### src/rtl/reorder_buffer.sv
// rtl/reorder_buffer.sv - in-order commit reorder buffer with branch-mispredict flush
module reorder_buffer #(
    parameter int ROB_DEPTH = 16,
    parameter int TAG_W     = 4
) (
    input  logic             clk,
    input  logic             rst,
    input  logic             rdy,
    input  logic             alloc_valid,
    input  logic             alloc_has_rd,
    input  logic [4:0]       alloc_rd_index,
    input  logic             alloc_is_branch,
    input  logic             alloc_pred_taken,
    output logic             rob_full,
    output logic [TAG_W-1:0] alloc_tag,
    input  logic             wb_valid,
    input  logic [TAG_W-1:0] wb_tag,
    input  logic [31:0]      wb_value,
    input  logic             wb_taken,
    input  logic [31:0]      wb_target,
    output logic             rob_enable,
    output logic [4:0]       rob_commit_index,
    output logic [TAG_W-1:0] rob_commit_rename,
    output logic [31:0]      rob_commit_value,
    output logic             jump_wrong,
    output logic [31:0]      jump_pc
);

    localparam logic [0:0]       ST_NORMAL  = 1'b0;
    localparam logic [0:0]       ST_FLUSH   = 1'b1;
    localparam logic [TAG_W:0]   FULL_COUNT = (TAG_W+1)'(ROB_DEPTH);
    localparam logic [TAG_W:0]   ONE_CNT    = (TAG_W+1)'(1);
    localparam logic [TAG_W-1:0] ONE_TAG    = TAG_W'(1);

    logic [0:0]           state;
    logic [TAG_W-1:0]     head;
    logic [TAG_W-1:0]     tail;
    logic [TAG_W:0]       count;
    logic [31:0]          flush_target;

    logic [ROB_DEPTH-1:0] busy;
    logic [ROB_DEPTH-1:0] ready;
    logic [ROB_DEPTH-1:0] has_rd_q;
    logic [ROB_DEPTH-1:0] is_branch_q;
    logic [ROB_DEPTH-1:0] pred_q;
    logic [ROB_DEPTH-1:0] taken_q;
    logic [4:0]           rd_q     [ROB_DEPTH];
    logic [31:0]          value_q  [ROB_DEPTH];
    logic [31:0]          target_q [ROB_DEPTH];

    logic do_alloc;
    logic do_commit;
    logic do_wb;
    logic mispredict;
    logic flush_now;

    // Handshake decode: full/flush back-pressure, commit eligibility and flush trigger
    always_comb begin
        rob_full   = (count == FULL_COUNT) || (state != ST_NORMAL);
        alloc_tag  = tail;
        do_alloc   = alloc_valid && !rob_full && rdy;
        do_commit  = rdy && (state == ST_NORMAL) && (count != '0) && busy[head] && ready[head];
        do_wb      = rdy && wb_valid && busy[wb_tag];
        mispredict = is_branch_q[head] && (taken_q[head] != pred_q[head]);
        // A mispredict with a destination register first retires its result, then flushes from FLUSH
        flush_now  = rdy && ((do_commit && mispredict && !has_rd_q[head]) || (state == ST_FLUSH));
    end

    // Entry payload storage; only meaningful while busy, so it carries no reset
    always_ff @(posedge clk) begin
        if (do_alloc && !flush_now) begin
            has_rd_q[tail]    <= alloc_has_rd;
            rd_q[tail]        <= alloc_rd_index;
            is_branch_q[tail] <= alloc_is_branch;
            pred_q[tail]      <= alloc_pred_taken;
        end
        if (do_wb && !flush_now) begin
            value_q[wb_tag]  <= wb_value;
            taken_q[wb_tag]  <= wb_taken;
            target_q[wb_tag] <= wb_target;
        end
    end

    // Pointers, occupancy, entry status, FSM and registered commit/redirect outputs
    always_ff @(posedge clk or negedge rst) begin
        if (!rst) begin
            state             <= ST_NORMAL;
            head              <= '0;
            tail              <= '0;
            count             <= '0;
            busy              <= '0;
            ready             <= '0;
            flush_target      <= '0;
            rob_enable        <= 1'b0;
            rob_commit_index  <= '0;
            rob_commit_rename <= '0;
            rob_commit_value  <= '0;
            jump_wrong        <= 1'b0;
            jump_pc           <= '0;
        end else begin
            rob_enable <= 1'b0;
            jump_wrong <= 1'b0;
            if (rdy) begin
                if (flush_now) begin
                    busy       <= '0;
                    ready      <= '0;
                    head       <= '0;
                    tail       <= '0;
                    count      <= '0;
                    state      <= ST_NORMAL;
                    jump_wrong <= 1'b1;
                    jump_pc    <= (state == ST_FLUSH) ? flush_target : target_q[head];
                end else begin
                    if (do_wb) begin
                        ready[wb_tag] <= 1'b1;
                    end
                    if (do_alloc) begin
                        busy[tail]  <= 1'b1;
                        ready[tail] <= 1'b0;
                        tail        <= tail + ONE_TAG;
                    end
                    if (do_commit) begin
                        busy[head] <= 1'b0;
                        head       <= head + ONE_TAG;
                        if (has_rd_q[head]) begin
                            rob_enable        <= 1'b1;
                            rob_commit_index  <= rd_q[head];
                            rob_commit_rename <= head;
                            rob_commit_value  <= value_q[head];
                        end
                        if (mispredict) begin
                            state        <= ST_FLUSH;
                            flush_target <= target_q[head];
                        end
                    end
                    if (do_alloc && !do_commit) begin
                        count <= count + ONE_CNT;
                    end else if (!do_alloc && do_commit) begin
                        count <= count - ONE_CNT;
                    end
                end
            end
        end
    end

endmodule

### config.mk
export PLATFORM = sky130hd
export DESIGN_NAME = reorder_buffer
export DESIGN_NICKNAME = d
export VERILOG_FILES = /design/src/rtl/reorder_buffer.sv
export SDC_FILE = /design/constraint.sdc
export NUM_CORES = 1
export LEC_CHECK = 0
export CELL_PAD_IN_SITES_DETAIL_PLACEMENT = 0
export CELL_PAD_IN_SITES_GLOBAL_PLACEMENT = 2
export CORE_MARGIN = 8
export CORE_UTILIZATION = 34
export CTS_CLUSTER_DIAMETER = 40
export DETAILED_ROUTE_END_ITERATION = 8
export PLACE_DENSITY_LB_ADDON = 0.2
export SLEW_MARGIN = 0
export SYNTH_ARGS = -nofsm -noshare
export SYNTH_HDL_FRONTEND = slang
export SYNTH_SLANG_ARGS = --single-unit
export TNS_END_PERCENT = 5
### constraint.sdc
create_clock -name clk -period 17.7 [get_ports clk]
set_input_delay 3.54 -clock clk [delete_from_list [all_inputs] [get_ports clk]]
set_output_delay 3.54 -clock clk [all_outputs]
set_load 0.1 [all_outputs]
==> run summary <==
=================================================================================================
Outcome                                                                                 completed
Leakage component of the power                                                          0.0202 uW
Root Driver                                                                             clkbuf_16
Global-route track usage on met3                                                           0.0366
Number of placement rows                                                                      142
RSZ-0062 raised after global routing                                                           no
Met1 layer usage reported by global route                                                   0.212
Antenna violation net count after detailed routing                                              0
Setup total negative slack                                                                   0 ns
Number of distinct library cell variants in the gate-level netlist after synthesis             56
Worst reg2reg path startpoint                                                             head[1]
Post-layout utilization of the core                                                         0.414
Overall die area                                                                      163,000 um2
Type of the worst setup path                                                         primary input to flip-flop
Overall routed net length                                                                  127 mm
Synthesized Nets                                                                            2,334
Total standard cell area after synthesis                                               51,000 um2
Area after detailed placement                                                          55,000 um2
Die H                                                                                      403 um
Register area share after synthesis                                                         0.763
Area growth syn-to-layout                                                                   21.3%
Peak Freq                                                                               0.136 GHz
Share of the synthesized area in the top cell type                                          0.688
Sink count of the clock tree                                                                1,321
Async SR Flop Fraction                                                                      0.116
Crit path arrival time                                                                    7.79 ns
Layout cells sized above 1                                                                  0.318
DRT iter0 DRCs                                                                              2,047
VDD IR max                                                                               0.120 mV
Hold-fix buffer count after cts                                                                 0
Final Hold Fails                                                                                0
Power per unit of standard cell area                                                   162 nW/um2
Cell types occupying the most area after synthesis                                   edfxtp_1 69%, mux4_2 16%, dfrtp_1 7.5%, mux2_2 0.95%, mux2_4 0.85%
Depth of the CTS H-tree                                                                         4
Remaining global-route overflow                                                                 0
Post-layout min period                                                                    7.35 ns
DP Wirelength                                                                             70.6 mm
Core region area                                                                      149,000 um2
Worst Setup End Kind                                                                    flip-flop
Number of enable-type register cells in the synthesized netlist                             1,168
Total routing resource utilization after global routing                                     0.157
Via count                                                                                  24,000
DRT Pass-1 Iters                                                                                5
Avg Inst Size Synth                                                                      22.8 um2
Startpoint of the worst setup timing path                                                     rdy
Synthesis warning total                                                                         0
Count of input and output buffers                                                             161
Area leader, netlist                                                                     edfxtp_1
Residual DRC count                                                                              0
Final clock period utilization by the worst path                                            0.415
Worst max-slew margin expressed relative to the limit                                       0.238
Number of top-level pins                                                                      162
RR Endpoint                                                                          value_q[14][14]
Placer congestion estimate                                                                  0.766
Number of antenna violations at the first check in global routing                              25
Global-route wire length before repair                                                     187 mm
Clock tree buffer depth                                                                         3
Number of nets in the finished design                                                       2,608
Maximum clock skew at final layout                                                      0.0411 ns
Number of buffers inserted during clock tree synthesis                                        195
Hold path depth                                                                                 2
Cells resized by post-CTS repair                                                                0
Endpoint of the worst hold-timing path                                               rob_commit_rename[1]
Initial core utilization                                                                    0.341
Top flip-flop cell by instance count after synthesis                                     edfxtp_1
Chip Width                                                                                 403 um
Path type of the worst min-delay path                                                flip-flop to flip-flop
CP Launch Type                                                                       primary input
Worst reg2reg setup slack                                                                10.61 ns
Post-detailed-route wirelength per cell                                                   27.1 um
Largest fanout of any net on the critical path                                                 66
Busiest layer in global routing                                                              met2
Flops & latches, synth                                                                      1,321
Pins Over Slew Limit                                                                            0
Worst R2R Path Depth                                                                           11
Setup fix buffers added after clock tree synthesis                                              0
Worst skew pair latency                                                                   0.82 ns
TritonCTS clock tree                                                                         done
Pin count of the biggest net entering global routing                                          158
Vias in the first global route                                                             25,900
Max Cap Viol                                                                                    0
Detailed-route vias per instance                                                             5.12
Worst Max-Slew Pin Slew                                                                   1.14 ns
Clock-pin slew on the worst setup and hold paths                                          0.05 ns
Critical path data required time                                                         18.14 ns
Final non-filler cell area                                                             61,800 um2
Final setup violation count                                                                     0
Hold path startpoint                                                                 rob_commit_rename[1]
Met2 routing resource usage after global routing                                            0.254
Number of instances in the synthesized netlist                                              2,239
=================================================================================================
[registers in the layout, summed over array words and instances, names as in the netlist, 5 cells and up]
register	count
rob_commit_index	5
count	5
flush_target	32
ready	16
taken_q	16
value_q	512
jump_pc	32
pred_q	16
target_q	512
rob_commit_value	32
rd_q	80
is_branch_q	16
has_rd_q	16
busy	16
[power breakdown]
part	switching (uW)	total [uW]	internal (uW)	leakage (uW)
clock network	1490	3920	2430	0.00326
registers	172	3740	3570	0.0125
logic	1390	2380	996	0.00443
[layout make-up]
class	instances	area, um2
Antenna cell	7	17.5
Clock buffer	217	4990
Clock inverter	144	1810
Fill cell	13000	87600
Inverter	20	75.1
Multi-Input combinational cell	765	11500
Sequential cell	1321	38900
Tap cell	2016	2520
Timing Repair Buffer	210	2020
[routing by layer]
layer | part of all wire | vias to the layer above
li1 | - | 10100
met1 | 0.43 | 13100
met2 | 0.49 | 653
met3 | 0.058 | 205
met4 | 0.023 | 10
met5 | 0.00053 | -
[stage by stage]
stage               hold WS [ns]  instances  setup WS (ns)  total power, uW
global placement           0.487       4332           9.53             6230
finish                     0.488       4700          10.35            10000
CTS                        0.498       4693          10.37            10200
global route               0.512       4695          10.12            10400
floorplan                  0.459       2239           5.45             5550
detailed placement         0.486       4332           9.50             6240
[critical path, cell delays in order]
cell	delay (ns)
buf_2	0.08
buf_4	0.56
nand2_1	0.27
and4b_1	0.46
nand3_4	0.19
or3_2	0.52
buf_4	0.38
a21oi_4	0.42
buf_4	0.66
nor2_1	0.42
[Yosys cell counts, drive strengths merged (2+ instances only)]
master      n
a41oi      12
dfrtp     153
nor2b      10
clkbuf     63
edfxtp   1168
o21a        4
nand3      17
mux4      372
nand4       8
a22oi       6
mux2i       8
mux2       72
a31oi      12
ha         12
o22ai      48
and2        2
nor3       12
buf        70
a2bb2oi    32
or3         2
o21ai       7
xnor2       4
nor4        6
nor2       65
nand2b      4
nand2      18
a21oi       4
a22o        3
xor2        6
and3        4
inv        19
a221oi      2
a32oi       2
[logic make-up after synthesis]
family,synth area share
DFF,0.763
buffers and inverters,0.0139
xor gates and xnor gates,0.00172
adders and majority gates,0.00334
AOI/OAI and AO/OA,0.0193
and+or+nand+nor,0.0149
muxes,0.184
[worst max path at each step]
stage                     cells after the start              end  slack, ns
after floorplan                               7       taken_q[1]       5.45
after detailed placement                     10   value_q[14][3]       9.50
after global routing                          9  value_q[14][11]      10.12
after CTS                                    10  value_q[14][14]      10.37
final                                        10       rd_q[9][1]      10.35
after global placement                       10  value_q[14][12]       9.53
[cell usage in the layout, fill, tap and decap left out, types with 7 or more instances in the layout]
cell type / netlist / final
clkbuf_1: 62 / 20
nor2_1: 65 / 62
diode_2: 0 / 7
o21ai_0: 7 / 7
clkinvlp_4: 0 / 19
clkdlybuf4s50_1: 0 / 159
ha_1: 12 / 12
mux4_2: 372 / 372
nor2b_1: 9 / 9
a31oi_1: 12 / 12
dfrtp_1: 153 / 149
o22ai_1: 48 / 48
bufinv_16: 0 / 24
inv_1: 19 / 19
inv_6: 0 / 24
clkinv_4: 0 / 23
buf_4: 8 / 46
clkinv_1: 1 / 15
nand2_1: 17 / 17
mux2_2: 43 / 43
nor3_2: 0 / 7
a2bb2oi_1: 32 / 32
a41oi_1: 12 / 12
clkinv_2: 0 / 20
nand3_1: 16 / 16
nand4_1: 8 / 8
mux2_4: 29 / 29
clkbuf_16: 0 / 196
edfxtp_1: 1168 / 1168
mux2i_1: 8 / 8
No activity file was read; power rests on OpenSTA's default activity.
==> RTL change, RTL diff (config.mk and constraints unchanged) <==
Set the parameter `TAG_W` to 6 (it was 4).
--- a/src/rtl/reorder_buffer.sv
+++ b/src/rtl/reorder_buffer.sv
@@ -1,7 +1,7 @@
 // rtl/reorder_buffer.sv - in-order commit reorder buffer with branch-mispredict flush
 module reorder_buffer #(
     parameter int ROB_DEPTH = 16,
-    parameter int TAG_W     = 4
+    parameter int TAG_W     = 6
 ) (
     input  logic             clk,
     input  logic             rst,
Ports: changed (resized alloc_tag, rob_commit_rename and wb_tag); port bits go from 162 to 168. No check against the original RTL was run, so the function may have changed too.
==> RTL change against the unedited design <==
Count of clock-buffer cells in the layout increased by 3. Maximum frequency decreased by 11%. Worst setup slack got worse by 0.89 ns. Non-clock buffer count increased by 9. Hold slack improved by 0.0031 ns. Total power increased by 11%. Clock skew increased by 0.023 ns. Synthesized area increased by 2.2%. Wire length increased by 1.5%. Sequential cell count increased by 8. Final area increased by 2.5%. Register-to-register slack improved by 0.10 ns. First-iteration DRC count decreased by 13%. Critical path type unchanged. Highest routed layer unchanged.
==> RTL change: results <==
group,metric,value,unit
yosys,synth_top_area_share,67.29,%
global_route,grt_pass1_wl,190700,um
global_route,antenna_found_initial,15,
layout,clock_buffers,220,
global_route,grt_use_total,15.46,%
layout,multi_input_comb_cells,889,
setup_path,rrSetupSlack,10.71,ns
layout,multiInputGateArea,0.01230,mm2
layout,buffer_area_share,3.300,%
yosys,synthAdderAreaFrac,0.3745,%
pwr,ir_worst_vdd,0.1312,mV
layout,nets,2773,
yosys,synth.distinct_cells,66,
yosys,synth.area.mux_share,17.57,%
layout,num-nonclk-inverters,35,
timing,fin_hold_ws,0.4913,ns
routing,drtIter0Drc,1785,
yosys,synth_compound_area_share,1.978,%
place,dp_hpwl,74840,um
yosys,synthArstFlopShare,12.11,%
hold_path,worstHoldEndpoint,"ready[14]$_DFFE_PN0P_",
routing,wl_per_cell,26.48,um
hold_path,hp-start,"ready[14]$_DFFE_PN0P_",
layout,seq_share,61.74,%
layout,nFlopsAndLatches,1329,
layout,final-clk-cell-share,11.32,%
setup_path,reg2reg_to,"value_q[12][29]$_DFFE_PP_",
timing,finClkSkew,0.06414,ns
setup_path,critPathMaxStageDelay,1.10,ns
yosys,synth_xor_area_share,0.2808,%
yosys,synth_commonest_cells,"1168 x edfxtp_1, 367 x mux4_2, 161 x dfrtp_1, 66 x clkbuf_1, 63 x nand2_1",
layout,fillers,13280,
setup_path,crit_arrival,8.70,ns
pwr,p_leak,20.97,nW
setup_path,rr_startpoint,"head[0]$_DFFE_PN0P_",
clock_tree,cts-buffers-inserted,200,
yosys,yosys-top-cells-area,"edfxtp_1 67%, mux4_2 16%, dfrtp_1 7.7%, mux2_2 0.93%, o221a_2 0.69%",
setup_path,crit_slowest_cell,"or3_2",
timing,slew_headroom,12.68,%
layout,antenna_cells,4,
global_route,grt_pass1_vias,27030,
layout,buffers,219,
place,place_congestion,0.7435,
hold_path,whs_path_depth,1,
setup_path,worst-path-max-fanout,57,
status,outcome,"completed",
yosys,ys_seq_area_share,75.02,%
global_route,grt_max_degree,133,
routing,route.vias.total,24820,
==> RTL change: metrics by stage <==
stage	cells	instance area (um2)	util [%]	worst slack, ns
final	4884	63360	41.66	9.456
after CTS	4880	63350	41.65	9.464
after global placement	4502	56180	36.94	8.677
after global routing	4881	63350	41.66	9.074
after floorplan	2398	52130	-	5.498
after detailed placement	4502	56180	36.94	8.624
==> RTL change: worst max path at each step <==
stage | from | end | cells past startpoint
floorplan | wb_tag[0] | target_q[12][0]$_DFFE_PP_ | 6
global placement | rdy | value_q[4][19]$_DFFE_PP_ | 11
finish | rdy | value_q[11][23]$_DFFE_PP_ | 11
detailed placement | rdy | value_q[4][30]$_DFFE_PP_ | 11
CTS | rdy | value_q[11][23]$_DFFE_PP_ | 11
global route | rdy | value_q[11][23]$_DFFE_PP_ | 11
==> RTL change: metal layers <==
layer | global-route usage, % | share of wire (%)
met1 | 20.34 | 43
met4 | 4.068 | 1.9
met3 | 2.985 | 3.9
met2 | 26.37 | 51
met5 | 0 | 0.016
==> RTL change: kinds of logic (layout without fill, tap and decap cells) <==
family / Yosys count / count (layout)
AO/OA/AOI/OAI: 126 / 126
XOR/XNOR: 15 / 15
adder cells (fa/ha/maj): 15 / 15
buffers and inverters: 180 / 632
flip-flops: 1329 / 1329
multiplexers: 447 / 447
other: 0 / 4
AND/OR/NAND/NOR: 286 / 286
==> RTL change: where the power goes <==
group	internal (mW)	switching, mW	total [mW]
clock network	2.55	1.55	4.10
registers	3.64	0.222	3.86
logic	1.29	1.87	3.16
==> RTL change: critical path: cells and delay by family <==
family / cells / cell delay (ns)
AND/OR/NAND/NOR: 5 / 2.49
AO/OA/AOI/OAI: 1 / 0.18
buffers and inverters: 5 / 2.33
